## config.mk

```make
export PLATFORM = sky130hd
export DESIGN_NAME = dmac_ioregister_fifo
export DESIGN_NICKNAME = d
export VERILOG_FILES = /design/src/rtl/dmac_ioregister_fifo.sv
export SDC_FILE = /design/constraint.sdc
export NUM_CORES = 1
export LEC_CHECK = 0
export ABC_CLOCK_PERIOD_IN_PS = 3700
export CAP_MARGIN = 20
export CORE_ASPECT_RATIO = 0.6
export CORE_MARGIN = 2
export CORE_UTILIZATION = 60
export DETAILED_ROUTE_END_ITERATION = 10
export GPL_ROUTABILITY_DRIVEN = 0
export PLACE_DENSITY = 0.76
export SLEW_MARGIN = 15
export SYNTH_ARGS = -nofsm -noshare
export SYNTH_HDL_FRONTEND = slang
export SYNTH_SLANG_ARGS = --single-unit
```

## constraint.sdc

```tcl
create_clock -name CLK -period 3.7 [get_ports CLK]
set_clock_uncertainty 0.1 [all_clocks]
set_input_delay 0.74 -clock CLK [delete_from_list [all_inputs] [get_ports CLK]]
set_output_delay 0.74 -clock CLK [all_outputs]
set_load 0.01 [all_outputs]
```

## src/rtl/dmac_ioregister_fifo.sv

```systemverilog
// dmac_ioregister_fifo
//   Single-clock show-ahead FIFO that feeds the DMAC I/O register's transparent data
//   channel. The head entry is always visible on deq_data while the FIFO is not empty.
//   The FIFO keeps its occupancy in a dedicated counter. Flags are registered from the
//   next-state count, so they are glitch-free and a consumer may tie deq = !empty.
//
// Parameters
//   W_D              data width
//   FIFO_ADDR_WIDTH  log2 of the depth (DEPTH = 2**FIFO_ADDR_WIDTH)
//   ALMOST_MARGIN    almost_full asserts when count >= DEPTH - ALMOST_MARGIN
//
// Ports
//   CLK, RSTN        clock (posedge) and asynchronous active-low reset
//   enq, enq_data    write request and data; the write is dropped when full
//   deq              pop the head entry; the pop is dropped when empty
//   deq_data         head entry, valid whenever !empty
//   full, almost_full, empty, count   occupancy status
//
// Optional feature (macro DMAC_IOREGISTER_FIFO_ERR_EN)
//   overflow, underflow  sticky flags set by a rejected enq or deq
//   err_clr              synchronous clear of both flags; a set in the same cycle wins
module dmac_ioregister_fifo #(
  parameter int unsigned W_D             = 32,
  parameter int unsigned FIFO_ADDR_WIDTH = 4,
  parameter int unsigned ALMOST_MARGIN   = 2
) (
  input  logic                       CLK,
  input  logic                       RSTN,
  input  logic                       enq,
  input  logic [W_D-1:0]             enq_data,
  output logic                       full,
  output logic                       almost_full,
  input  logic                       deq,
  output logic [W_D-1:0]             deq_data,
  output logic                       empty,
`ifdef DMAC_IOREGISTER_FIFO_ERR_EN
  output logic                       overflow,
  output logic                       underflow,
  input  logic                       err_clr,
`endif
  output logic [FIFO_ADDR_WIDTH:0]   count
);

  localparam int unsigned DEPTH = 1 << FIFO_ADDR_WIDTH;
  localparam int unsigned CW    = FIFO_ADDR_WIDTH + 1;

  localparam logic [CW-1:0]              CNT_FULL   = CW'(DEPTH);
  localparam logic [CW-1:0]              CNT_ALMOST = CW'(DEPTH - ALMOST_MARGIN);
  localparam logic [CW-1:0]              CNT_ONE    = CW'(1);
  localparam logic [FIFO_ADDR_WIDTH-1:0] PTR_ONE    = FIFO_ADDR_WIDTH'(1);

  logic [W_D-1:0]             r_mem [DEPTH];
  logic [FIFO_ADDR_WIDTH-1:0] r_wptr;
  logic [FIFO_ADDR_WIDTH-1:0] r_rptr;
  logic [CW-1:0]              r_count;
  logic                       r_full;
  logic                       r_almost_full;
  logic                       r_empty;

  logic          w_enq_ok;
  logic          w_deq_ok;
  logic [CW-1:0] w_count_next;

  // Acceptance uses the registered (pre-edge) flags, so a full FIFO with enq+deq
  // pops but does not push, and an empty FIFO with enq+deq pushes but does not pop.
  assign w_enq_ok = enq & ~r_full;
  assign w_deq_ok = deq & ~r_empty;

  always_comb begin
    w_count_next = r_count;
    unique case ({w_enq_ok, w_deq_ok})
      2'b10:   w_count_next = r_count + CNT_ONE;
      2'b01:   w_count_next = r_count - CNT_ONE;
      default: w_count_next = r_count;
    endcase
  end

  // Storage is intentionally not reset.
  always_ff @(posedge CLK) begin
    if (w_enq_ok) begin
      r_mem[r_wptr] <= enq_data;
    end
  end

  always_ff @(posedge CLK or negedge RSTN) begin
    if (!RSTN) begin
      r_wptr        <= '0;
      r_rptr        <= '0;
      r_count       <= '0;
      r_full        <= 1'b0;
      r_almost_full <= 1'b0;
      r_empty       <= 1'b1;
    end else begin
      if (w_enq_ok) begin
        r_wptr <= r_wptr + PTR_ONE;
      end
      if (w_deq_ok) begin
        r_rptr <= r_rptr + PTR_ONE;
      end
      r_count       <= w_count_next;
      r_full        <= (w_count_next == CNT_FULL);
      r_almost_full <= (w_count_next >= CNT_ALMOST);
      r_empty       <= (w_count_next == '0);
    end
  end

  assign deq_data    = r_mem[r_rptr];
  assign count       = r_count;
  assign full        = r_full;
  assign almost_full = r_almost_full;
  assign empty       = r_empty;

`ifdef DMAC_IOREGISTER_FIFO_ERR_EN
  logic r_overflow;
  logic r_underflow;

  always_ff @(posedge CLK or negedge RSTN) begin
    if (!RSTN) begin
      r_overflow  <= 1'b0;
      r_underflow <= 1'b0;
    end else begin
      if (enq && r_full) begin
        r_overflow <= 1'b1;
      end else if (err_clr) begin
        r_overflow <= 1'b0;
      end
      if (deq && r_empty) begin
        r_underflow <= 1'b1;
      end else if (err_clr) begin
        r_underflow <= 1'b0;
      end
    end
  end

  assign overflow  = r_overflow;
  assign underflow = r_underflow;
`endif

endmodule

```

==> reports/results.ini, run 1 <==
[clock_network]
htreeDepth = 2
cts-root-buf = clkbuf_16
clkSlewWorstSetupHoldPaths_ns = 0.06
worstSkewPairLatency_ns = 0.57
numCtsBuffers = 46
cts_tree = done
clk_path_buf_depth = 3
clock_sinks = 528

[cells_and_area]
drive_above_1_share_pct = 32.8
fillers = 1908
design_area_um2 = 23800
final_nets = 1017
syn2layout_area_growth_pct = 17.9
fin_cells = 1469
num_antenna_cells = 0

[setup_path]
crit_required_ns = 2.86
path_class = register to output pin
r2r-start = full
critPathMaxFanout = 14
cp.arrival_ns = 2.81
r2r-end = full
reg2reg_depth = 10
end_kind = output pin
reg2reg_slack_ns = 0.82
cp-start-kind = register

[place]
portBuffers = 75
hpwlAfterDp_um = 22100
postPlaceCellArea_um2 = 21900
place_inst = 1344

[job]
drv_cap = 0

[min_path]
holdPathStages = 1
hold-path-endpoint = r_wptr[3]
hold_start = r_wptr[3]
hold_class = register to register

[timing]
drv_slew = 0
max-slew-margin-rel_pct = 47.4
setup_tns_ns = 0
finalSetupViolations = 0
hold_viol_final = 0
tightest_slew_ns = 0.787
final.min_clock_period_ns = 3.65
fmax_mhz = 274
rsz0062_at_grt = no
post-route-period-util_pct = 98.7

[synthesis]
synthTopCellsByCount = edfxtp_1, mux4_2, and2_1
synth_area_um2 = 20200
ys_seq_area_share_pct = 78.0
ys_ff_latch = 528
synth_area_leaders = edfxtp_1, mux4_2, dfrtp_1
synth_edf_count = 512
synthCells = 810
yosys_warnings = 0
synth_area_leader_cell = edfxtp_1
async_reset_ff_share_pct = 3.03
synth_cell_types = 36
synth-main-ff-cell = edfxtp_1
synth_fp_nets = 854
synth_top_area_share_pct = 76.0
synth.avg_cell_area_um2 = 25.0
synth.most_common_cell = edfxtp_1

[global_route]
grtUsageMet3_pct = 3.95
antenna_found_initial = 0
grt_pass1_vias = 9744
use_met1_pct = 37.3
met2_usage_pct = 41.1
track_usage_pct = 25.4
grt-busiest-layer = met2
grt_overflow = 0
grt_max_degree = 36
grt_first_pass_wirelength_um = 63500

[detailed_routing]
post_drt_wl_per_cell_um = 29.4
drt_first_pass_iters = 5
detail-route-antenna-nets = 0
vias_per_cell = 6.41
vias = 9417
drt_iter0_drc = 1224
routed_wl_um = 43200
drc = 0

[floorplan]
initial_core_util_pct = 60.5
ios = 76
die_w_um = 241
die_h_um = 146
die_area_um2 = 35200
core_area_um2 = 33400
num_rows = 52

[run_status]
status = finished, final reports clean

[power_and_ir_drop]
power_mw = 18.4
clkPwrFrac_pct = 25.5
seqPwrFrac_pct = 40.9
switching_share_pct = 28.2
powerDensity_nw_per_um2 = 770
p_sw_mw = 5.18
combPwrFrac_pct = 33.6
leakage_nw = 7.71
ir_drop_uv = 426
p_int_mw = 13.2

worst max-delay path by stage:
| stage | start | end | cells past startpoint |
|---|---|---|---|
| final | r_rptr[0] | deq_data[17] | 6 |
| after global routing | r_rptr[0] | deq_data[19] | 6 |
| after CTS | r_rptr[0] | deq_data[16] | 5 |
| after detailed placement | enq | full | 11 |
| after global placement | enq | full | 11 |
| after floorplan | enq | full | 12 |
timing repair:
item / in CTS / in global routing
gates resized for setup: 39 / 1
cloned: 3 / 0
setup endpoints to repair: 31 / 6
buffers inserted: 15 / 22
hold buffers: 0 / 0
cells by family after synthesis:
logic type | Yosys count | synth area share, %
compound gates | 13 | 0.557
xor+xnor | 10 | 0.433
fa+ha+maj | 8 | 0.495
buf+inv | 46 | 1.33
flops | 528 | 78.0
mux | 163 | 18.0
simple gates | 42 | 1.19
state kept, by name, indices dropped and copies added, names as in the netlist:
register / count
r_mem: 512
count: 5
r_rptr: 4
r_wptr: 4
almost_full: 1
empty: 1
full: 1
critical path, stage by stage, from the launching register on:
cell           delay, ns
dfrtp_4             0.52
buf_4               0.17
buf_12              0.15
buf_12              0.13
mux4_2              0.42
mux4_2              0.53
dlygate4sd2_1       0.31
per-stage QoR:
stage | hold slack, ns | setup WS, ns | utilization, %
final | 0.452 | 0.0467 | 71.3
after global routing | 0.476 | 0.00440 | 71.3
after CTS | 0.446 | 0.00194 | 70.5
after detailed placement | 0.430 | 0.0926 | 65.5
after global placement | 0.417 | 0.283 | 65.5
after floorplan | 0.344 | 0.605 | -
power by group through the flow:
stage / Combinational [mW] / Clock [mW] / Sequential, mW
floorplan: 3.71 / 0 / 7.52
global placement: 5.57 / 0 / 7.58
detailed placement: 5.73 / 0 / 7.64
CTS: 5.89 / 4.74 / 7.50
global route: 6.52 / 4.97 / 7.55
finish: 6.17 / 4.68 / 7.51
final cells by class:
cell class | instances | area [um^2] | area share, %
Clock buffer | 58 | 1200 | 5.02
Sequential cell | 528 | 15800 | 66.2
Timing Repair Buffer | 156 | 1810 | 7.60
Clock inverter | 27 | 256 | 1.08
Multi-Input combinational cell | 236 | 4200 | 17.6
Inverter | 5 | 18.8 | 0.0787
Tap cell | 459 | 574 | 2.41
per-layer routing:
| metal | vias to the layer above | share of wire [%] |
|---|---|---|
| met1 | 5090 | 41 |
| li1 | 3818 | - |
| met5 | - | 0 |
| met4 | 0 | 2.2 |
| met2 | 436 | 50 |
| met3 | 73 | 6.6 |
cells in the final DEF (no fill, tap or decap), drive strengths merged, types with 7 or more instances in the layout:
cell type / instances
and2: 16
buf: 80
clkbuf: 58
clkdlybuf4s50: 44
clkinv: 17
dfrtp: 15
dlygate4sd2: 30
edfxtp: 512
ha: 8
inv: 7
mux4: 160
xnor2: 8
(Power assumes the default switching activity.)
==> run 2, diff against run 1 <==
PLACE_DENSITY = 0.83   (was 0.76)
==> run 2 against run 1 <==
Effect of this change: utilization decreased by 0.62 points; combinational power decreased by 3.2%; critical endpoint is now deq_data[21]; largest power group unchanged; sequential cell count unchanged; worst hold slack got worse by 0.0024 ns; clock power decreased by 1%; cell count decreased by 1.0%.
==> reports/results.ini, run 2 (synthesis results as in run 1) <==
[clock_network]
clk_path_buf_depth = 3
worstSkewPairLatency_ns = 0.57
clkSlewWorstSetupHoldPaths_ns = 0.06
clock_sinks = 528
numCtsBuffers = 46
cts-root-buf = clkbuf_16
cts_tree = done
hold_buffers = 0
htreeDepth = 2

[setup_path]
end_kind = output pin
cp.arrival_ns = 2.78
critPathCapture = deq_data[21]
r2r-end = full
critPathLaunch = r_rptr[0]
path_class = register to output pin
reg2reg_slack_ns = 1.04
critPathMaxFanout = 25
reg2reg_depth = 10
crit_required_ns = 2.86
cp-start-kind = register
r2r-start = full

[power_and_ir_drop]
leakage_nw = 7.69
switching_share_pct = 28.7
clkPwrFrac_pct = 25.4
p_int_mw = 12.9
ir_drop_uv = 604
combPwrFrac_pct = 32.9
seqPwrFrac_pct = 41.7
p_sw_mw = 5.21
powerDensity_nw_per_um2 = 768

[global_route]
grt_pass1_vias = 9917
track_usage_pct = 26.4
grt_first_pass_wirelength_um = 65500
grt_max_degree = 32
grt_overflow = 0
antenna_found_initial = 2

[detailed_routing]
drc = 0
post_drt_wl_per_cell_um = 30.8
routed_wl_um = 44800
detail-route-antenna-nets = 0
drt_first_pass_iters = 5
vias_per_cell = 6.54
drt_iter0_drc = 1029
vias = 9508

[floorplan]
die_area_um2 = 35200
core_area_um2 = 33400
num_rows = 52
die_h_um = 146
die_w_um = 241
ios = 76
initial_core_util_pct = 60.5

[timing]
max-slew-margin-rel_pct = 50.8
finalSetupViolations = 0
final.min_clock_period_ns = 3.62
fmax_mhz = 276
rsz0062_at_grt = no
tightest_slew_ns = 0.736
setup_tns_ns = 0
drv_slew = 0
hold_viol_final = 0
post-route-period-util_pct = 98.0

[job]
drv_cap = 0

[cells_and_area]
syn2layout_area_growth_pct = 16.9
top_register = r_mem
final_common_cell = edfxtp_1
final_nets = 1001
final_cell_mix = edfxtp_1, mux4_2, clkbuf_16
fin_util_pct = 70.7
largest_reg_flops = 512
drive_above_1_share_pct = 31.6

[place]
hpwlAfterDp_um = 23400
portBuffers = 75

[run_status]
status = finished, final reports clean

[min_path]
hold_class = register to register

-- run 2: cell types whose count changed in the layout (fill, tap and decap cells not counted), moves of 2 or more --
cell and change:
buf_12 -12, buf_16 +2, buf_4 -7, bufinv_16 -2, clkbuf_16 +2, clkdlybuf4s15_1 +2, clkinv_1 +2, clkinvlp_4 -2
dlygate4sd2_1 -13, dlymetal6s2s_1 +12, inv_6 -2
-- run 2: metrics by stage --
step	hold slack, ns	area [um^2]	setup slack, ns	std cells	total power [mW]
6_report	0.449	23600	0.0756	1454	18.2
5_1_grt	0.472	23600	0.00422	1454	18.8
4_1_cts	0.449	23500	-0.141	1438	18.2
3_5_place_dp	0.444	21900	0.243	1346	13.5
3_3_place_gp	0.434	21900	0.329	1346	13.3
2_1_floorplan	0.344	20200	0.605	810	11.2
-- run 2: worst min path at each step --
| stage | from | end | slack (ns) | cells past startpoint |
|---|---|---|---|---|
| 2_1_floorplan | RSTN | almost_full | 0.34 | 0 |
| 3_3_place_gp | r_wptr[3] | r_wptr[3] | 0.43 | 1 |
| 3_5_place_dp | r_wptr[3] | r_wptr[3] | 0.44 | 1 |
| 4_1_cts | r_wptr[3] | r_wptr[3] | 0.45 | 1 |
| 5_1_grt | r_wptr[3] | r_wptr[3] | 0.47 | 1 |
| 6_report | r_wptr[3] | r_wptr[3] | 0.45 | 1 |
-- run 2: power by group through the flow --
| stage | registers, mW | clock network [mW] | logic (mW) |
|---|---|---|---|
| after floorplan | 7.52 | 0 | 3.71 |
| after global placement | 7.68 | 0 | 5.65 |
| after detailed placement | 7.72 | 0 | 5.74 |
| final | 7.57 | 4.61 | 5.97 |
| after CTS | 7.56 | 4.66 | 5.94 |
| after global routing | 7.61 | 4.92 | 6.31 |
-- run 2: critical path, cell delays in order (launching register included) --
cell and delay, ns:
dfrtp_4 0.44, buf_12 0.17, buf_16 0.23, mux4_2 0.55, mux4_2 0.55, clkdlybuf4s15_1 0.27
-- run 2: cell type report --
type | instances | area [um^2]
Tap cell | 459 | 574
Antenna cell | 1 | 2.50
Timing Repair Buffer | 140 | 1620
Multi-Input combinational cell | 236 | 4200
Clock inverter | 25 | 193
Clock buffer | 60 | 1230
Inverter | 5 | 18.8
Fill cell | 1920 | 9810
Sequential cell | 528 | 15800
-- run 2: metal layers --
| layer | vias to the layer above | global-route usage (%) | wire length [um] |
|---|---|---|---|
| li1 | 3779 | - | - |
| met1 | 5068 | 38.6 | 17800 |
| met2 | 561 | 41.3 | 22000 |
| met3 | 98 | 5.35 | 3770 |
| met4 | 2 | 8.12 | 1230 |
| met5 | - | 0 | 13 |
-- run 2: what timing repair did --
action                                 CTS  global route
buffers inserted                         5            14
setup endpoints to repair               32            14
cloned                                   2             1
endpoints found under the hold margin    0             0
resized for setup                       25            17
==> run 3, diff against run 2 <==
ABC_CLOCK_PERIOD_IN_PS = 2900   (was 3700)
CORE_UTILIZATION = 55   (was 60)
PLACE_DENSITY = 0.8   (was 0.83)
clock period = 2.9 ns   (was 3.7 ns; I/O delays follow)
==> run 3 against run 2 <==
Effect of this change: the flow now finishes with violations (setup timing); non-clock buffer count grew 22; first-iteration DRC count grew 18%; critical path depth grew 1; sequential share of layout area shrank 1.8 points; wire length grew 3.1%; cell count grew 2.5%; clock power grew 41%; sequential power grew 27%.
==> reports/results.ini, run 3 (synthesis results as in run 1) <==
[power_and_ir_drop]
clkPwrFrac_pct = 26.3
switching_share_pct = 28.3
ir_drop_uv = 563
p_int_mw = 17.7
combPwrFrac_pct = 35.0
p_sw_mw = 6.99
seqPwrFrac_pct = 38.8
leakage_nw = 7.88
powerDensity_nw_per_um2 = 1020

[run_status]
status = finished, violations left
violations = setup timing

[detailed_routing]
drc = 0
vias = 9538
met1Wirelength_um = 18000
vias_per_cell = 6.40
wl_met3_um = 4100
drt_first_pass_iters = 5
top_layer = met5
routed_wl_um = 46200
drt_iter0_drc = 1217
detail-route-antenna-nets = 0
met2_length_um = 23300
post_drt_wl_per_cell_um = 31.0

[place]
place_inst = 1380
dp_slack_ns = -0.324
portBuffers = 75
hpwlAfterDp_um = 23500

[floorplan]
num_rows = 54
die_h_um = 153
die_area_um2 = 38400
die_w_um = 252
core_area_um2 = 36300
initial_core_util_pct = 55.7
ios = 76

[timing]
final.min_clock_period_ns = 3.34
max-slew-margin-rel_pct = 46.9
setup_tns_ns = -11.84
worst_slack_ns = -0.438
holdWs_ns = 0.378
rsz0062_at_grt = yes
fmax_mhz = 300
drv_slew = 0
tightest_slew_ns = 0.793
post-route-period-util_pct = 115
hold_viol_final = 0
finalSetupViolations = 32

[clock_network]
clk_path_buf_depth = 3
clkSlewWorstSetupHoldPaths_ns = 0.08
cts_tree = done
numCtsBuffers = 45
worstSkewPairLatency_ns = 0.56
clock_sinks = 528
cts-root-buf = clkbuf_16
htreeDepth = 2

[cells_and_area]
fillers = 2140
final_common_cell = edfxtp_1
fin_util_pct = 66.9
drive_above_1_share_pct = 36.7
num_antenna_cells = 0
fin_cells = 1491
largest_reg_flops = 512
final_cell_mix = edfxtp_1, mux4_2, clkbuf_16
final_nets = 1022
syn2layout_area_growth_pct = 20.1
top_register = r_mem

[global_route]
grt_overflow = 0
grt_first_pass_wirelength_um = 66600
antenna_found_initial = 1
grt_pass1_vias = 9873
track_usage_pct = 24.4
grt_max_degree = 29

[setup_path]
end_kind = output pin
cp.arrival_ns = 2.66
critPathCapture = deq_data[4]
r2r-end = full
critPathLaunch = r_rptr[0]
crit_path_top_delay_cell = mux4_2
slowest_delay_ns = 0.53
cp-start-kind = register
critPathTopFamily = multiplexers
path_class = register to output pin
crit_cells = 6
r2r-start = full
cp_num_buf_inv = 4
critPathMaxFanout = 8
cp_cell_sequence = buf_6 -> buf_12 -> buf_12 -> mux4_2 -> mux4_2 -> buf_6
reg2reg_slack_ns = 0.31
crit_required_ns = 2.22
reg2reg_depth = 10

[job]
drv_cap = 0

[min_path]
hold_class = primary input to async pin

## run 3: worst min path at each step
stage	to	cells past startpoint	from
2_1_floorplan	almost_full	0	RSTN
3_3_place_gp	r_wptr[3]	1	r_wptr[3]
3_5_place_dp	r_wptr[3]	1	r_wptr[3]
4_1_cts	r_rptr[1]	1	RSTN
5_1_grt	r_rptr[1]	1	RSTN
6_report	r_rptr[1]	1	RSTN
## run 3: stage by stage
step | instance area (um^2) | power (mW)
global route | 24300 | 25.6
detailed placement | 22200 | 17.4
CTS | 24200 | 24.6
finish | 24300 | 24.7
floorplan | 20200 | 14.3
global placement | 22200 | 17.3
## run 3: layout make-up
class | count | area (um^2) | area share, %
flip-flops and latches | 528 | 15800 | 65.0
multi-input cells | 236 | 4200 | 17.3
repair buffers | 162 | 2110 | 8.67
clock buffers | 60 | 1220 | 5.04
well taps | 476 | 596 | 2.45
clock inverters | 24 | 354 | 1.46
inverters | 5 | 18.8 | 0.0773
## run 3: power by group through the flow
| stage | clock, mW | combinational (mW) | sequential, mW |
|---|---|---|---|
| 6_report | 6.49 | 8.64 | 9.59 |
| 5_1_grt | 6.92 | 9.06 | 9.64 |
| 4_1_cts | 6.56 | 8.46 | 9.58 |
| 3_5_place_dp | 0 | 7.71 | 9.73 |
| 3_3_place_gp | 0 | 7.62 | 9.68 |
| 2_1_floorplan | 0 | 4.73 | 9.59 |
## run 3: metal layers
metal | GRT usage (%) | up-vias
met1 | 34.5 | 5135
met2 | 39.6 | 508
li1 | - | 3829
met3 | 5.19 | 64
met4 | 5.98 | 2
met5 | 0 | -
## run 3: what timing repair did
item,in CTS,in global routing
hold buffers,0,0
setup buffers,13,4
setup endpoints to repair,32,32
cloned,8,2
resized for setup,161,13
